<file path="config.mk">
export PLATFORM = sky130hd
export DESIGN_NAME = store_rmw
export DESIGN_NICKNAME = d
export VERILOG_FILES = /design/src/rtl/store_rmw_pkg.sv /design/src/rtl/store_lane_merge.sv /design/src/rtl/store_rmw.sv
export SDC_FILE = /design/constraint.sdc
export NUM_CORES = 1
export LEC_CHECK = 0
export BUFFER_PORTS_ARGS = -buffer_cell sky130_fd_sc_hd__buf_2
export CAP_MARGIN = 30
export CORE_UTILIZATION = 40
export CTS_CLUSTER_SIZE = 16
export DETAILED_ROUTE_END_ITERATION = 10
export HOLD_SLACK_MARGIN = 0.05
export PLACE_DENSITY = 0.66
export SLEW_MARGIN = 5
export SYNTH_ARGS = -nofsm -noshare
export SYNTH_HDL_FRONTEND = slang
export SYNTH_SLANG_ARGS = --single-unit
</file>
<file path="constraint.sdc">
create_clock -name clk -period 2.4 [get_ports clk]
set_clock_uncertainty 0.1 [all_clocks]
set_input_delay 0.36 -clock clk [delete_from_list [all_inputs] [get_ports clk]]
set_output_delay 0.36 -clock clk [all_outputs]
set_load 0.05 [all_outputs]
</file>
<file path="src/rtl/store_rmw_pkg.sv">
// Shared definitions for the store path: width encodings, FSM states and size decode.
// The load-path reduction uses the same WidthSrc encodings.
package store_rmw_pkg;

   localparam logic [2:0] WIDTH_32  = 3'b000;
   localparam logic [2:0] WIDTH_16S = 3'b010;
   localparam logic [2:0] WIDTH_16U = 3'b110;
   localparam logic [2:0] WIDTH_8S  = 3'b001;
   localparam logic [2:0] WIDTH_8U  = 3'b101;

   typedef enum logic [1:0] {
      IDLE  = 2'd0,
      READ  = 2'd1,
      WRITE = 2'd2,
      ERROR = 2'd3
   } store_state_t;

   typedef enum logic [1:0] {
      SZ_WORD = 2'd0,
      SZ_HALF = 2'd1,
      SZ_BYTE = 2'd2
   } store_size_t;

   // Bit 2 is the signedness flag and is irrelevant for stores; unused codes fall back to word.
   function automatic store_size_t width_size(input logic [2:0] width);
      case (width[1:0])
         2'b10:   return SZ_HALF;
         2'b01:   return SZ_BYTE;
         default: return SZ_WORD;
      endcase
   endfunction

   function automatic logic is_misaligned(input store_size_t size, input logic [1:0] offset);
      case (size)
         SZ_HALF: return offset[0];
         SZ_WORD: return offset != 2'b00;
         default: return 1'b0;
      endcase
   endfunction

endpackage

</file>
<file path="src/rtl/store_lane_merge.sv">
// Combinational little-endian lane merge of right-aligned store data into an old memory word.
module store_lane_merge
   import store_rmw_pkg::*;
(
   input  logic [31:0] OldWord,
   input  logic [31:0] Data,
   input  logic [1:0]  ByteOffset,
   input  logic [2:0]  WidthSrc,
   output logic [31:0] MergedWord
);

   always_comb begin
      MergedWord = OldWord;
      case (width_size(WidthSrc))
         SZ_BYTE: MergedWord[{ByteOffset, 3'b000} +: 8]        = Data[7:0];
         SZ_HALF: MergedWord[{ByteOffset[1], 4'b0000} +: 16]   = Data[15:0];
         default: MergedWord = Data;
      endcase
   end

endmodule

</file>
<file path="src/rtl/store_rmw.sv">
// Store-side sub-word writer: word stores go straight to memory, byte/halfword stores
// read the target word, merge the lanes and write it back while stalling the pipeline.
module store_rmw
   import store_rmw_pkg::*;
(
   input  logic         clk,
   input  logic         reset,
   input  logic         StoreReq,
   input  logic [31:0]  Addr,
   input  logic [31:0]  WriteData,
   input  logic [2:0]   WidthSrc,
   output logic         StoreAccept,
   output logic         StoreBusy,
   output logic         StoreDone,
   output logic         MisalignedErr,
   output logic [31:0]  MemAddr,
   output logic         MemReadEn,
   input  logic [31:0]  MemReadData,
   input  logic         MemReadValid,
   output logic         MemWriteEn,
   output logic [31:0]  MemWriteData,
   output store_state_t DbgState
);

   // Handshake: a store transfers in a cycle where StoreReq && StoreAccept; the requester
   // keeps StoreReq and its operands stable until then. MemReadData is consumed only in a
   // READ cycle with MemReadValid high; the read request stays up until that cycle.

   store_state_t r_state;
   store_state_t w_next_state;
   logic [31:0]  r_addr;
   logic [31:0]  r_data;
   logic [2:0]   r_width;
   logic [31:0]  r_merge;
   logic [31:0]  w_merged;
   logic         w_accept;
   store_size_t  w_req_size;
   store_size_t  w_cur_size;

   assign w_req_size = width_size(WidthSrc);
   assign w_cur_size = width_size(r_width);

   store_lane_merge u_merge (
      .OldWord    (MemReadData),
      .Data       (r_data),
      .ByteOffset (r_addr[1:0]),
      .WidthSrc   (r_width),
      .MergedWord (w_merged)
   );

   always_ff @(posedge clk) begin
      if (!reset) r_state <= IDLE;
      else        r_state <= w_next_state;
   end

   always_comb begin
      w_next_state  = r_state;
      w_accept      = 1'b0;
      StoreBusy     = 1'b0;
      StoreDone     = 1'b0;
      MisalignedErr = 1'b0;
      MemReadEn     = 1'b0;
      MemWriteEn    = 1'b0;
      MemWriteData  = 32'h0;
      case (r_state)
         IDLE: begin
            w_accept = StoreReq;
            if (StoreReq) begin
               if (is_misaligned(w_req_size, Addr[1:0])) w_next_state = ERROR;
               else if (w_req_size == SZ_WORD)           w_next_state = WRITE;
               else                                      w_next_state = READ;
            end
         end
         READ: begin
            StoreBusy = 1'b1;
            MemReadEn = 1'b1;
            if (MemReadValid) w_next_state = WRITE;
         end
         WRITE: begin
            StoreBusy    = 1'b1;
            StoreDone    = 1'b1;
            MemWriteEn   = 1'b1;
            MemWriteData = (w_cur_size == SZ_WORD) ? r_data : r_merge;
            w_next_state = IDLE;
         end
         ERROR: begin
            StoreBusy     = 1'b1;
            MisalignedErr = 1'b1;
            w_next_state  = IDLE;
         end
         default: w_next_state = IDLE;
      endcase
   end

   always_ff @(posedge clk) begin
      if (!reset) begin
         r_addr  <= 32'h0;
         r_data  <= 32'h0;
         r_width <= 3'b000;
         r_merge <= 32'h0;
      end else begin
         if (w_accept) begin
            r_addr  <= Addr;
            r_data  <= WriteData;
            r_width <= WidthSrc;
         end
         if (r_state == READ && MemReadValid) r_merge <= w_merged;
      end
   end

   assign StoreAccept = w_accept;
   assign MemAddr     = {r_addr[31:2], 2'b00};
   assign DbgState    = r_state;

endmodule

</file>
# --- Word-level counts from Yosys, hierarchy flattened ---
# Cells that the tools add are included.
totals:
  ff_bits: 100
  latchBits: 0
  ramBits: 0
  mem_bits_ro: 0
  n_memories: 0
  inputBits: 103
  output_inout_bits: 72
  wordCells: 51
classes:
  n_eq_ne: 12
  n_div: 0
  n_mul: 0
  shift: 4
  reduce_logical: 8
  n_bitwise: 0
  n_lt_le_gt_ge: 0
  n_mux: 20
  n_addsub: 2
op_table:
  columns: ["op", "n"]
  rows:
  - ["$bwmux 32", 2]
  - ["$mux 32", 2]
  - ["$pmux 32 s2", 1]
  - ["$shift 16x7->32 const A", 1]
  - ["$shift 8x7->32 const A", 1]
  - ["$shiftx 16x7->32", 1]
  - ["$shiftx 8x7->32", 1]
  - ["$neg 5->7", 2]
  - ["$eq 2x1->1 const B", 5]
  - ["$eq 2x2->1 const B", 5]
  - ["$mux 2", 4]
  - ["$pmux 2 s2", 2]
  - ["$mux 1", 7]
  - ["$logic_not 2->1", 3]
  - ["$pmux 2 s3", 1]
  - ["$ne 2x2->1 const B", 2]
  - ["$reduce_or 3->1", 1]
  - ["$pmux 1 s2", 1]
  - ["$reduce_and 2->1", 1]
  - ["$reduce_bool 2->1", 1]
  - ["$reduce_or 2->1", 1]
  - ["$logic_and 1x1->1", 1]

# --- Longest topological paths before layout ---
depth:
  word_depth: 9
  depth_mapped: 7
  depth_no_buf: 6

# --- Modules after synthesis ---
# From an unflattened synthesis, not the netlist that was laid out.
unflattened:
  cells_unflattened: 752
  hier_area_um2: 5719.2
modules_own_cells:
  columns: ["module", "seq_area_each_um2", "cells_each", "area_per_inst_um2", "instances"]
  rows:
  - ["store_rmw", 2021.9, 596, 4631.9, 1]
  - ["store_lane_merge", 0.0, 156, 1087.3, 1]

# --- Worst setup path before layout ---
# Ideal clock, no wire load.
synth_timing:
  kind: "register -> output"
  startpoint: "register r_width[0]"
  endpoint: "output port MemWriteData[1]"
  arrival_time_ps: 1901
  path_buffers: 2
  stages_incl_launch_ff: 7
  slack_ps: 39
  t_required_ps: 1940
  path_cell_list: "dfxtp_1 inv_1 ha_1 buf_2 buf_4 mux2i_1 nor2_1"
synth_via:
  elab_chain_len: 5
  word_cells_on_any_way: 6
  cone_classes: "2 x eq/ne; 3 x mux; 1 x reduce/logical"
synth_lines:
  columns: ["item", "line", "rtl"]
  rows:
  - ["from (decl)", "store_rmw.sv:33", "logic [2:0] r_width;"]
  - ["from (signal assigned)", "store_rmw.sv:105", "r_width <= WidthSrc;"]
  - ["$eq 2x1->1 / $eq 2x2->1 (equally long branches)", "store_rmw_pkg.sv:26", "case (width[1:0])"]
  - ["$pmux 2 s2 (*)", "store_rmw_pkg.sv:26", null]
  - ["$logic_not 2->1 (*)", "store_rmw.sv:83", "MemWriteData = (w_cur_size == SZ_WORD) ? r_data : r_merge;"]
  - ["$mux 32 (*)", "store_rmw.sv:83", null]
  - ["$mux 32 (*)", "store_rmw.sv:65", "case (r_state)"]
  - ["to (decl)", "store_rmw.sv:21", "output logic [31:0] MemWriteData,"]
# Mark *: on every way between the ends. The rest lies on a longest branch, timed or not.

# --- Worst setup path after layout ---
layout_timing:
  startpoint: "register r_width[0]"
  endpoint: "output port MemWriteData[29]"
# The elaborated chain is that of the path after synthesis.

==> summary.md <==
| Metric | Value |
|---|---|
| Setup slack of the most critical reg-to-reg path | `0.28 ns` |
| Final-layout worst hold slack | `0.147 ns` |
| Number of instances in the synthesized netlist | `644` |
| Clock root cell | `clkbuf_16` |
| Final number of max-transition violations | `0` |
| Peak supply drop | `0.293 mV` |
| Min Clock Period, post-route | `2.29 ns` |
| Worst-skew pair later-pin latency | `0.35 ns` |
| Starting DRC count in detailed routing | `458` |
| Layout cells sized above 1 | `0.276` |
| Number of filler instances in the final layout | `1298` |
| Critical setup path kind | `flip-flop to output port` |
| Number of detailed-route iterations in the first pass | `5` |
| CTS H-tree lvls | `3` |
| Detailed-route via count | `4836` |
| Flop and latch count out of synthesis | `100` |
| Cell type with the highest aggregate area in the netlist | `dfxtp_1` |
| Data required time at the worst endpoint | `1.94 ns` |
| Number of nets with antenna violations after detailed routing | `0` |
| Initial antenna violation count | `2` |
| Netlist area before placement | `0.00533 mm^2` |
| Cell area reported after detailed placement | `0.00598 mm^2` |
| Final WL | `14900 um` |
| Die Footprint | `0.0138 mm^2` |
| Overall global routing resource usage | `0.211` |
| Placer's final routability congestion estimate | `0.816` |
| Final worst path period share | `0.954` |
| Mean routed wirelength per cell | `15.9 um` |
| Top-Level Pins | `175` |
| Library cells used by synthesis | `41` |
| Slew at the pin with the worst max-slew slack | `0.687 ns` |
| Fraction of synthesized cell area taken by the top area cell type | `0.376` |
| Max transition margin | `0.542` |
| Site Rows | `41` |
| Layout Nets | `871` |
| Mean instance size in the synthesized netlist | `8.27 um^2` |
| Chip height | `117 um` |
| YS warnings | `0` |
| Horizontal die dimension | `117 um` |
| DP Wirelength | `10300 um` |
| Finish-stage setup viols | `0` |
| Number of clock sinks | `100` |
| Input/output buffers | `171` |
| Static Leakage | `0.00286 uW` |
| First-pass GRT wire length | `23100 um` |
| Inst Count DP | `917` |
| Sum of overflow across all layers after global routing | `0` |
| Post-placement setup slack | `0.205 ns` |
| Via count of the first global-routing pass | `4619` |
| Setup repair after global routing missed its margin | `false` |
| DRC violations left | `0` |
| CTS Hold Bufs | `0` |
| Area growth from synthesis to final layout | `19.2%` |
| Highest Clock Rate | `437 MHz` |
| Worst setup EP type | `output port` |
| Largest cells by area after synthesis | `dfxtp_1 38%, nand2_1 11%, a21boi_0 8.6%` |
| Final cell area excluding filler cells | `0.00635 mm^2` |
| Total negative slack for setup checks | `0 ns` |
| Final Worst Setup Slack | `0.110 ns` |
| Final std cells w/o fill | `937` |
| Number of buffers created by CTS | `9` |
| Worst min-delay path class | `input pin to flip-flop` |
| Sequential element share of the synthesized area | `0.376` |
| Clock tree from TritonCTS | `yes` |
| Reported max-cap violation count | `0` |
| Highest net fanout along the worst path | `16` |
| Startpoint kind of the worst setup timing path | `flip-flop` |
| Clock slew at the register clock pins of the worst setup and hold paths | `0.06 ns` |
| Power per cell area | `668 mW/mm^2` |
| Starting Density | `0.415` |
| Core Footprint | `0.0128 mm^2` |
| Arrival time of the worst setup path | `1.83 ns` |
| Via count normalized by instance count | `5.16` |
| Maximum number of pins on one net before global-route repair | `67` |
| Maximum clock path buffer count | `2` |
| Status | `finished, final reports clean` |
| Final hold vios | `0` |
power by group:
part	leakage (uW)	internal [uW]	switching [uW]
sequential	0.000819	1780	105
combinational	0.00190	349	619
clock	0.000140	788	602
critical path: stages, from the launching register on:
cell,delay (ns)
dfxtp_1,0.35
inv_1,0.08
ha_4,0.33
buf_12,0.18
mux2i_1,0.26
nor2_1,0.06
buf_2,0.22
synthesized netlist by cell type (all sizes together):
cell    instances
nand2         153
dfxtp         100
a21boi         66
buf            65
nor2           43
mux2i          32
a21oi          25
a221oi         24
nand3b         24
o211ai         24
o21ai          18
clkbuf         17
inv            11
ha              9
o22ai           8
nor2b           4
nand2b          3
a22oi           2
and2            2
and3b           2
o21bai          2
and2b           1
and3            1
conb            1
mux2            1
nand4b          1
nor3b           1
nor4bb          1
o31ai           1
o41ai           1
or2             1
flip-flops by register name (all words and copies together) (netlist names):
| signal | count |
|---|---|
| r_addr | 32 |
| r_merge | 32 |
| r_data | 32 |
| r_width | 2 |
| DbgState | 2 |
area by class of cell:
class / count / area (um^2) / share of cell area
diodes: 1 / 2.50 / 0.000394
clock buffers: 15 / 278 / 0.0438
clock inverters: 1 / 5.00 / 0.000788
inverters: 11 / 41.3 / 0.00650
multi-input cells: 452 / 2770 / 0.436
flip-flops and latches: 100 / 2000 / 0.315
well taps: 172 / 215 / 0.0339
repair buffers: 185 / 1040 / 0.163
per-stage QoR:
stage	power [uW]	utilization
floorplan	2630	-
CTS	4250	0.489
global route	4450	0.495
detailed placement	2850	0.467
global placement	2820	0.467
finish	4240	0.495
final timing paths:
path	start	end	cells after the start
max reg2reg	r_addr[0]	r_merge[12]	6
max	r_width[0]	MemWriteData[29]	6
min	Addr[29]	r_addr[29]	3
min reg2reg	r_addr[29]	r_addr[29]	2
layout by cell type, fill, tap and decap left out, types with 11 or more instances in the layout:
cell	count
buf_2	170
nand2_1	152
dfxtp_1	100
a21boi_0	61
nor2_1	43
mux2i_1	30
a221oi_1	24
nand3b_1	24
o211ai_1	24
a21oi_1	24
o21ai_0	17
clkbuf_16	11
layer usage:
| metal | share of wire | global-route usage | vias to the layer above |
|---|---|---|---|
| met4 | 0.017 | 0.0795 | 2 |
| met5 | 0.0011 | 0 | - |
| met2 | 0.47 | 0.356 | 194 |
| li1 | - | - | 2412 |
| met1 | 0.44 | 0.258 | 2211 |
| met3 | 0.078 | 0.0535 | 17 |
what timing repair did:
item                                    CTS  global route
endpoints found under the hold margin     0             0
resized for setup                         0             5
buffers inserted                          0             1
endpoints found under the setup margin    0            23
cells by family (layout without fill, tap and decap cells):
| family | count (synthesis) | after routing | share of synthesized area |
|---|---|---|---|
| AND/OR/NAND/NOR | 237 | 237 | 0.197 |
| AO/OA/AOI/OAI | 171 | 171 | 0.234 |
| flip-flops | 100 | 100 | 0.376 |
| buffers and inverters | 93 | 212 | 0.109 |
| multiplexers | 33 | 33 | 0.0623 |
| adder cells (fa/ha/maj) | 9 | 9 | 0.0211 |
| other | 1 | 3 | 0.000704 |
Power figures use the tool's default switching activity.
